<file path="src/rtl/ahfp_pkg.sv">
// Shared constants and field types for the single-precision normalize/round path.
package ahfp_pkg;

  localparam int EXP_BIAS = 127;
  localparam int EXP_MAX  = 255;
  localparam int MANT_W   = 48;
  localparam int FRAC_W   = 23;

  typedef struct packed {
    logic              sign;
    logic [7:0]        exp;
    logic [FRAC_W-1:0] frac;
  } fp32_t;

  // Status flags; at most one is set for any result.
  typedef struct packed {
    logic ovf;
    logic uf;
    logic zero;
  } flags_t;

endpackage

</file>
<file path="src/rtl/ahfp_lzd48.sv">
// 48-bit leading-one detector: bit index of the most significant set bit, plus any-bit-set.
module ahfp_lzd48
  import ahfp_pkg::*;
(
  input  logic [MANT_W-1:0] mant,
  output logic [5:0]        pos,
  output logic              valid
);

  // Ascending scan so the highest set bit wins.
  always_comb begin
    pos = '0;
    for (int i = 0; i < MANT_W; i++) begin
      if (mant[i]) pos = 6'(i);
    end
  end

  assign valid = |mant;

endmodule

</file>
<file path="src/rtl/ahfp_norm_round.sv">
// Two-stage normalize, round-to-nearest-even and pack to binary32 with status flags.
// Stage 1 holds the operand and its leading-zero count; stage 2 shifts, rounds and packs.
module ahfp_norm_round
  import ahfp_pkg::*;
(
  input  logic              clk,
  input  logic              rst_n,
  input  logic              in_valid,
  output logic              in_ready,
  input  logic              in_sign,
  input  logic [9:0]        in_exp,
  input  logic [MANT_W-1:0] in_mant,
  output logic              out_valid,
  input  logic              out_ready,
  output logic [31:0]       out_data,
  output logic              out_ovf,
  output logic              out_uf,
  output logic              out_zero
);

  // Handshake: a stage transfers on an edge where its valid and ready are both high;
  // a stage is ready when empty or when the stage after it is ready, so a full pipe
  // shifts in lockstep with no bubble, and a stalled stage holds its contents.
  logic s1_v, s2_v;
  logic s1_rdy, s2_rdy;

  assign s2_rdy    = !s2_v || out_ready;
  assign s1_rdy    = !s1_v || s2_rdy;
  assign in_ready  = s1_rdy;
  assign out_valid = s2_v;

  // ---------------- stage 1 ----------------
  logic [5:0] lzd_pos;
  logic       lzd_valid;
  logic [5:0] lz_in;

  ahfp_lzd48 u_lzd (
    .mant  (in_mant),
    .pos   (lzd_pos),
    .valid (lzd_valid)
  );

  assign lz_in = 6'd47 - lzd_pos;

  logic              s1_sign;
  logic [9:0]        s1_exp;
  logic [MANT_W-1:0] s1_mant;
  logic [5:0]        s1_lz;
  logic              s1_nz;

  always_ff @(posedge clk or negedge rst_n) begin
    if (!rst_n) begin
      s1_v    <= 1'b0;
      s1_sign <= 1'b0;
      s1_exp  <= '0;
      s1_mant <= '0;
      s1_lz   <= '0;
      s1_nz   <= 1'b0;
    end else if (s1_rdy) begin
      s1_v <= in_valid;
      if (in_valid) begin
        s1_sign <= in_sign;
        s1_exp  <= in_exp;
        s1_mant <= in_mant;
        s1_lz   <= lz_in;
        s1_nz   <= lzd_valid;
      end
    end
  end

  // ---------------- stage 2 ----------------
  logic [MANT_W-1:0] sh;
  logic signed [10:0] e_adj, e_fin;
  logic              rnd;
  logic [24:0]       sig_inc;
  logic [23:0]       sig_fin;
  fp32_t             pack_data;
  flags_t            pack_flags;

  always_comb begin
    sh    = s1_mant << s1_lz;
    // in_exp refers to bit 46, so a leading one at bit 47 (lz = 0) adds one.
    e_adj = $signed({s1_exp[9], s1_exp}) + 11'sd1 - $signed({5'b0, s1_lz});
    rnd   = sh[23] & ((|sh[22:0]) | sh[24]);
    sig_inc = {1'b0, sh[47:24]} + {24'b0, rnd};
    if (sig_inc[24]) begin
      sig_fin = 24'h800000;
      e_fin   = e_adj + 11'sd1;
    end else begin
      sig_fin = sig_inc[23:0];
      e_fin   = e_adj;
    end

    pack_data  = '0;
    pack_flags = '0;
    pack_data.sign = s1_sign;
    if (!s1_nz) begin
      pack_flags.zero = 1'b1;
    end else if (e_fin >= 11'(EXP_MAX)) begin
      pack_data.exp  = 8'hFF;
      pack_flags.ovf = 1'b1;
    end else if (e_fin <= 11'sd0) begin
      pack_flags.uf = 1'b1;
    end else begin
      pack_data.exp  = e_fin[7:0];
      pack_data.frac = sig_fin[FRAC_W-1:0];
    end
  end

  fp32_t  s2_data;
  flags_t s2_flags;

  always_ff @(posedge clk or negedge rst_n) begin
    if (!rst_n) begin
      s2_v     <= 1'b0;
      s2_data  <= '0;
      s2_flags <= '0;
    end else if (s2_rdy) begin
      s2_v <= s1_v;
      if (s1_v) begin
        s2_data  <= pack_data;
        s2_flags <= pack_flags;
      end
    end
  end

  assign out_data = s2_data;
  assign out_ovf  = s2_flags.ovf;
  assign out_uf   = s2_flags.uf;
  assign out_zero = s2_flags.zero;

endmodule
</file>
<file path="config.mk">
export PLATFORM = sky130hd
export DESIGN_NAME = ahfp_norm_round
export DESIGN_NICKNAME = d
export VERILOG_FILES = /design/src/rtl/ahfp_pkg.sv /design/src/rtl/ahfp_lzd48.sv /design/src/rtl/ahfp_norm_round.sv
export SDC_FILE = /design/constraint.sdc
export NUM_CORES = 1
export LEC_CHECK = 0
export ABC_CLOCK_PERIOD_IN_PS = 14420
export CAP_MARGIN = 20
export CORE_ASPECT_RATIO = 0.6
export CORE_MARGIN = 2
export CORE_UTILIZATION = 55
export CTS_CLUSTER_DIAMETER = 100
export CTS_CLUSTER_SIZE = 25
export DETAILED_ROUTE_END_ITERATION = 8
export PLACE_DENSITY = 0.79
export SLEW_MARGIN = 25
export SYNTH_ARGS = -nofsm -noshare
export SYNTH_HDL_FRONTEND = slang
export SYNTH_SLANG_ARGS = --single-unit
</file>
<file path="constraint.sdc">
create_clock -name clk -period 14.42 [get_ports clk]
set_input_delay 1.442 -clock clk [delete_from_list [all_inputs] [get_ports clk]]
set_output_delay 1.442 -clock clk [all_outputs]
set_load 0.02 [all_outputs]
</file>
==> impl_metrics.py <==
metrics = {
    "clock_network": {
        "cts_max_path_buffers": 2,
        "cts.hold.buffers_added": 0,
        "tritoncts": "yes",
        "cts-root-buf": "clkbuf_16",
        "cts_made_buffers": 9,
        "clock-sinks": 103,
        "cts_setup_buffers": 0,
        "htree_levels": 3,
        "clkTransAtPathRegs_ps": 80,
        "cts-resized-gates": 0,
        "clk_latency_ps": 380,
    },
    "floorplan": {
        "die-area_um2": 20100,
        "core_area_um2": 18300,
        "die_w_um": 182,
        "die_y_um": 111,
        "start_util": 0.568,
        "rows": 38,
        "ioPinCount": 100,
    },
    "timing": {
        "layout_setup_ws_ps": 8750,
        "period_share": 0.393,
        "finalHoldViolCount": 0,
        "rsz0062_at_grt": "no",
        "clock.fmax_ghz": 0.176,
        "report.final.slew_viol_count": 0,
        "skew_ps": 11.6,
        "max_slew_margin": 0.311,
        "tns_ps": 0,
        "worstMarginPinSlew_ps": 1030,
        "setup_viol": 0,
        "fin_crit_ps": 5670,
    },
    "final_layout": {
        "seq_area_um2": 2590,
        "finalNetCount": 1280,
        "fin_area_um2": 11600,
        "drive_above_1_share": 0.146,
        "multi_input_area_um2": 7240,
        "antennaDiodeCount": 0,
        "fillers": 1554,
        "syn2layout_area_growth_pct": 11.5,
        "postLayoutCoreUtil": 0.633,
    },
    "worst_setup_path": {
        "crit_required_ps": 14660,
        "cp_slowest_cell": "buf_4",
        "end_kind": "flop",
        "worst-path-max-fanout": 72,
        "crit_chain": "buf_4, mux2i_1, or4_1, nand4_1, a221oi_1, nor2_1, ha_1, inv_1, a2111oi_4, nand4_2, nor3_1, mux2i_1, a31o_2, o21ai_2",
        "cpPeakStageDelay_ps": 870,
        "crit_start": "s1_lz[1]",
        "startpoint_type": "flop",
        "crit_arrival_ps": 5910,
        "worstReg2RegStart": "s1_lz[1]",
        "reg2reg_depth": 14,
        "criticalPathCategory": "flop to flop",
        "critical_path.most_common_cell": "mux2i_1",
    },
    "placed_design": {
        "dpl-instance-area_um2": 11300,
        "dp_hpwl_um": 25600,
        "gp_congestion": 1.02,
        "place_ws_ps": 8820,
        "io_buffers": 99,
    },
    "grt": {
        "grt_overflow": 0,
        "met2_usage": 0.454,
        "grt_max_degree": 73,
        "grt_pass1_vias": 9216,
        "grt_use_met3": 0.119,
        "grt_pass1_wl_um": 54900,
        "top_usage_layer": "met1",
        "grt_usage": 0.351,
        "grt_antenna_before_repair": 0,
        "grt_use_met1": 0.549,
    },
    "power": {
        "peakVddDrop_mv": 0.0913,
        "power_mw": 1.34,
        "p_leak_nw": 4.41,
        "powerDensity_nw_per_um2": 116,
    },
    "yosys": {
        "ys_seq_elements": 103,
        "netlist_instances": 1166,
        "ys.flop_type": "dfrtp_1",
        "synth.avg_cell_area_um2": 8.92,
        "synth_area_um2": 10400,
        "yosys_warnings": 0,
        "synth_enable_flop_cells": 0,
        "async_flop_share": 1.00,
        "synth-seq-area-share": 0.248,
        "synth.distinct_cells": 89,
        "syn_nets": 1247,
    },
    "drt": {
        "drt_iter0_drc": 1477,
        "drc": 0,
        "wire_per_inst_um": 24.0,
        "via_per_inst": 6.95,
        "postRouteAntennaNets": 0,
        "firstDrtPassIters": 6,
        "via_count": 10037,
        "drt-total-wl_um": 34700,
    },
    "hold_path": {
        "hold_class": "flop to flop",
        "hold_path_depth": 1,
        "hp-start": "out_ovf",
    },
    "status": {
        "status": "complete, no violations",
    },
    "run": {
        "drv_cap": 0,
    },
}
==> per-stage QoR <==
| step | hold WS, ps | std cells |
|---|---|---|
| 4_1_cts | 483 | 1444 |
| 2_1_floorplan | 441 | 1166 |
| 5_1_grt | 510 | 1444 |
| 3_5_place_dp | 466 | 1428 |
| 3_3_place_gp | 459 | 1428 |
| 6_report | 479 | 1444 |
==> report_power, final <==
| group | internal (mW) | switching, mW | leakage, nW |
|---|---|---|---|
| clock network | 0.126 | 0.127 | 0.148 |
| registers | 0.336 | 0.0754 | 1.30 |
| logic | 0.295 | 0.385 | 2.96 |
| total | 0.757 | 0.587 | 4.41 |
==> worst paths after layout <==
kind	to	slack (ps)
worst max-delay path	out_data[5]	8750
min in group asynchronous	s1_mant[6]	1060
worst min-delay path	out_ovf	480
worst max register to register	out_data[5]	8750
max in group asynchronous	s1_lz[3]	12070
worst min register to register	out_ovf	480
==> area by class of cell <==
class	instances	area share
Tap cell	240	0.0259
Inverter	25	0.00809
Clock inverter	6	0.00540
Clock buffer	10	0.0206
Sequential cell	103	0.223
Timing Repair Buffer	110	0.0924
Multi-Input combinational cell	950	0.624
==> worst max-delay path, delay by kind of cell (launching register included) <==
kind / cells / cell delay (ps)
AO/OA/AOI/OAI: 4 / 1450
AND/OR/NAND/NOR: 5 / 1330
buffers and inverters: 2 / 960
flip-flops: 1 / 790
multiplexers: 2 / 760
adder cells (fa/ha/maj): 1 / 150
==> cell usage after synthesis, types with 4 or more instances <==
cell type | count | area [µm²]
a211oi_1 | 10 | 75.1
a21o_1 | 6 | 45.0
a21oi_1 | 32 | 160
a221o_1 | 8 | 80.1
a221oi_1 | 5 | 43.8
a22oi_1 | 13 | 97.6
a31oi_1 | 6 | 37.5
a32o_1 | 5 | 50.1
and2_1 | 7 | 43.8
and3_1 | 6 | 37.5
buf_1 | 9 | 33.8
buf_2 | 20 | 100
buf_4 | 10 | 75.1
buf_6 | 9 | 101
clkbuf_1 | 36 | 135
dfrtp_1 | 103 | 2580
ha_1 | 17 | 213
inv_1 | 23 | 86.3
mux2_2 | 30 | 338
mux2i_1 | 68 | 681
mux4_2 | 69 | 1550
nand2_1 | 241 | 905
nand2b_1 | 19 | 119
nand3_1 | 26 | 130
nand3b_1 | 6 | 45.0
nand4_1 | 6 | 37.5
nor2_1 | 70 | 263
nor2b_1 | 12 | 75.1
nor3_1 | 31 | 155
nor3b_1 | 7 | 52.6
nor4_1 | 20 | 125
o211ai_1 | 5 | 37.5
o21a_1 | 4 | 30.0
o21ai_0 | 41 | 205
o21ai_2 | 20 | 175
o22ai_1 | 15 | 93.8
o31ai_1 | 13 | 97.6
o32ai_1 | 7 | 61.3
or2_2 | 6 | 37.5
or3_1 | 8 | 50.1
or4_1 | 5 | 37.5
xnor2_1 | 24 | 210
xor2_1 | 18 | 158
==> placed cells by master, fill, tap and decap left out, drive strengths merged, types with 8 or more instances in the layout <==
cell type      synthesis  final
nor4                  23     23
o21ai                 62     62
a211oi                10     10
nor3                  32     32
xnor2                 24     24
dfrtp                103    103
mux2i                 68     68
a221o                  8      8
xor2                  18     18
o31ai                 13     13
nand2                241    241
nor2                  70     70
a22oi                 13     13
nand2b                19     19
a21oi                 32     32
clkdlybuf4s50          0     98
buf                   50     12
mux4                  69     69
nand3                 27     27
nor2b                 12     12
mux2                  31     31
inv                   23     26
clkbuf                38     10
ha                    17     17
or3                    9      9
o22ai                 15     15
==> kinds of logic (layout without fill, tap and decap cells) <==
logic type | Yosys count | after routing | synth area share
AND/OR/NAND/NOR | 489 | 489 | 0.224
adder cells (fa/ha/maj) | 18 | 18 | 0.0224
multiplexers | 168 | 168 | 0.249
flip-flops | 103 | 103 | 0.248
AO/OA/AOI/OAI | 233 | 233 | 0.165
buffers and inverters | 113 | 151 | 0.0567
XOR/XNOR | 42 | 42 | 0.0354
==> registers in the layout (all words and copies together) (netlist names) <==
register and flops:
s1_mant 48, s1_nz 1, out_zero 1, s1_v 1, s1_sign 1, s1_lz 6, s1_exp 10, out_uf 1
out_data 32, out_valid 1, out_ovf 1
==> routing by layer <==
metal	up-vias	wire length (µm)	share of wire
li1	4424	-	-
met1	4791	15400	0.44
met2	736	13500	0.39
met3	86	5030	0.14
met4	0	810	0.023
met5	-	0	0
No activity file was read; power rests on OpenSTA's default activity.
==> RTL edit: new RTL, same settings <==
`MANT_W`: 48 -> 72.
--- a/src/rtl/ahfp_pkg.sv
+++ b/src/rtl/ahfp_pkg.sv
@@ -4,5 +4,5 @@
   localparam int EXP_BIAS = 127;
   localparam int EXP_MAX  = 255;
-  localparam int MANT_W   = 48;
+  localparam int MANT_W   = 72;
   localparam int FRAC_W   = 23;
 
Interface: changed (resized in_mant); port bits go from 100 to 124. No check against the original RTL was run, so the function may have changed too.
==> RTL edit against the original RTL <==
- setup slack lost 270 ps
- synthesized area shrank 5.8%
- power shrank 13%
- count of clock-buffer cells in the layout grew 1
- sequential cell count is the same
- cell count shrank 0.21%
- clock skew shrank 1.4 ps
- non-clock buffer count grew 25
- sequential power shrank 9.7%
- final area shrank 2.1%
- clock power grew 5%
- wire length shrank 2.9%
- largest power group unchanged
==> RTL edit: results (changes against the original RTL) <==
* Status: finished, final reports clean (unchanged)
* Post-synthesis cell type count at 90 (was 89)
* GPL Wtd Cong at 1.02 (about the same)
* WL met3 at 5470 um (was 5030 um)
* Final Net Count at 1,307 (was 1,280)
* Final non-clock buffer share at 0.116 (was 0.0924)
* CP max FO at 70 (was 72)
* Pleak at 4.75 nW (was 4.41 nW)
* Final HPWL DP at 25,900 um (was 25,600 um)
* Power Internal at 0.695 mW (was 0.757 mW)
* Via count at 9,687 (was 10,037)
* Synth Area in Adders at 0.0238 (was 0.0224)
* Worst R2R Path Depth at 18 (was 14)
* Worst Hold Depth at 2 (was 1)
* Met3 usage at 0.155 (was 0.119)
* WHS at 484 ps (was 479 ps)
* Top post-synthesis cells by area: dfrtp_1 (26%), nand2_1 (8.9%), mux4_2 (7.4%), mux4_1 (5.4%), mux2i_1 (4.4%) (was dfrtp_1 (25%), mux4_2 (15%), nand2_1 (8.7%), mux2i_1 (6.5%), mux2_2 (3.2%))
* Final Skew at 10.2 ps (was 11.6 ps)
* Multi-input gate count at 919 (was 950)
* Multi-input gate share of total cell area at 0.591 (was 0.624)
* First-pass GRT wire length at 52,300 um (was 54,900 um)
* Worst slew pin tran at 1030 ps (about the same)
* Hold Startpoint: s1_mant[47] (was out_ovf)
* Reg-to-Reg End: out_data[7] (was out_data[5])
* Post-synth top cells: nand2_1 (232), dfrtp_1 (103), nor2_1 (75), o21ai_0 (45), mux2i_1 (43) (was nand2_1 (241), dfrtp_1 (103), nor2_1 (70), mux4_2 (69), mux2i_1 (68))
* Seq/Total Area, Yosys at 0.263 (was 0.248)
* Final-layout fill cell count at 1,412 (was 1,554)
* Comb power frac at 0.452 (was 0.506)
* Vias in the first global route at 9,045 (was 9,216)
* Non-clk invs at 34 (was 25)
* Net Count, Synth at 1,225 (was 1,247)
* Met2 routed WL at 12,400 um (was 13,500 um)
* Mapped Avg Cell Area at 8.75 um2 (was 8.92 um2)
* DR WL/cell at 23.4 um (was 24.0 um)
* Hold endpoint: s1_mant[47] (was out_ovf)
* Period utilization at 0.411 (was 0.393)
* Gr usage total at 0.364 (was 0.351)
* Layout cells sized above 1 at 0.0986 (was 0.146)
* Post-synthesis xor/xnor area fraction at 0.0313 (was 0.0354)
* Starting DRT DRC Count at 1,150 (was 1,477)
* Sequential share of cell area at 0.228 (was 0.223)
* Reg power frac at 0.319 (was 0.306)
* Worst skew pair latency at 360 ps (was 380 ps)
* Grt met1 use at 0.571 (was 0.549)
* Peak VDD IR at 0.0668 mV (was 0.0913 mV)
* IO buf count at 123 (was 99)
* Grt met2 use at 0.449 (was 0.454)
* Multiplexer area fraction after synthesis at 0.205 (was 0.249)
[RTL edit: metrics by stage]
step | util | std cells | power (mW) | setup slack (ps)
5_1_grt | 0.657 | 1441 | 1.21 | 8150
3_3_place_gp | 0.639 | 1425 | 0.877 | 8740
4_1_cts | 0.657 | 1441 | 1.15 | 8560
6_report | 0.657 | 1441 | 1.16 | 8490
2_1_floorplan | - | 1120 | 0.707 | 9760
3_5_place_dp | 0.639 | 1425 | 0.878 | 8590
[RTL edit: cell families after synthesis]
family / after synthesis
and+or+nand+nor: 487
DFF: 103
xor gates and xnor gates: 35
muxes: 123
adders and majority gates: 18
AOI/OAI and AO/OA: 256
buffers and inverters: 98
[RTL edit: critical path, cell delays in order (launching register included)]
cell and delay, ps:
dfrtp_4 470, buf_4 770, mux4_1 750, mux4_2 530, mux2i_1 220, nor2_1 80
ha_1 260, and3_1 180, a22oi_1 190, o21ai_0 170, o211ai_2 160, or3_4 220
nor4_4 40, buf_4 220, mux2_4 310, a2111oi_0 510, nor3_1 130, o311a_4 250
a32o_1 280
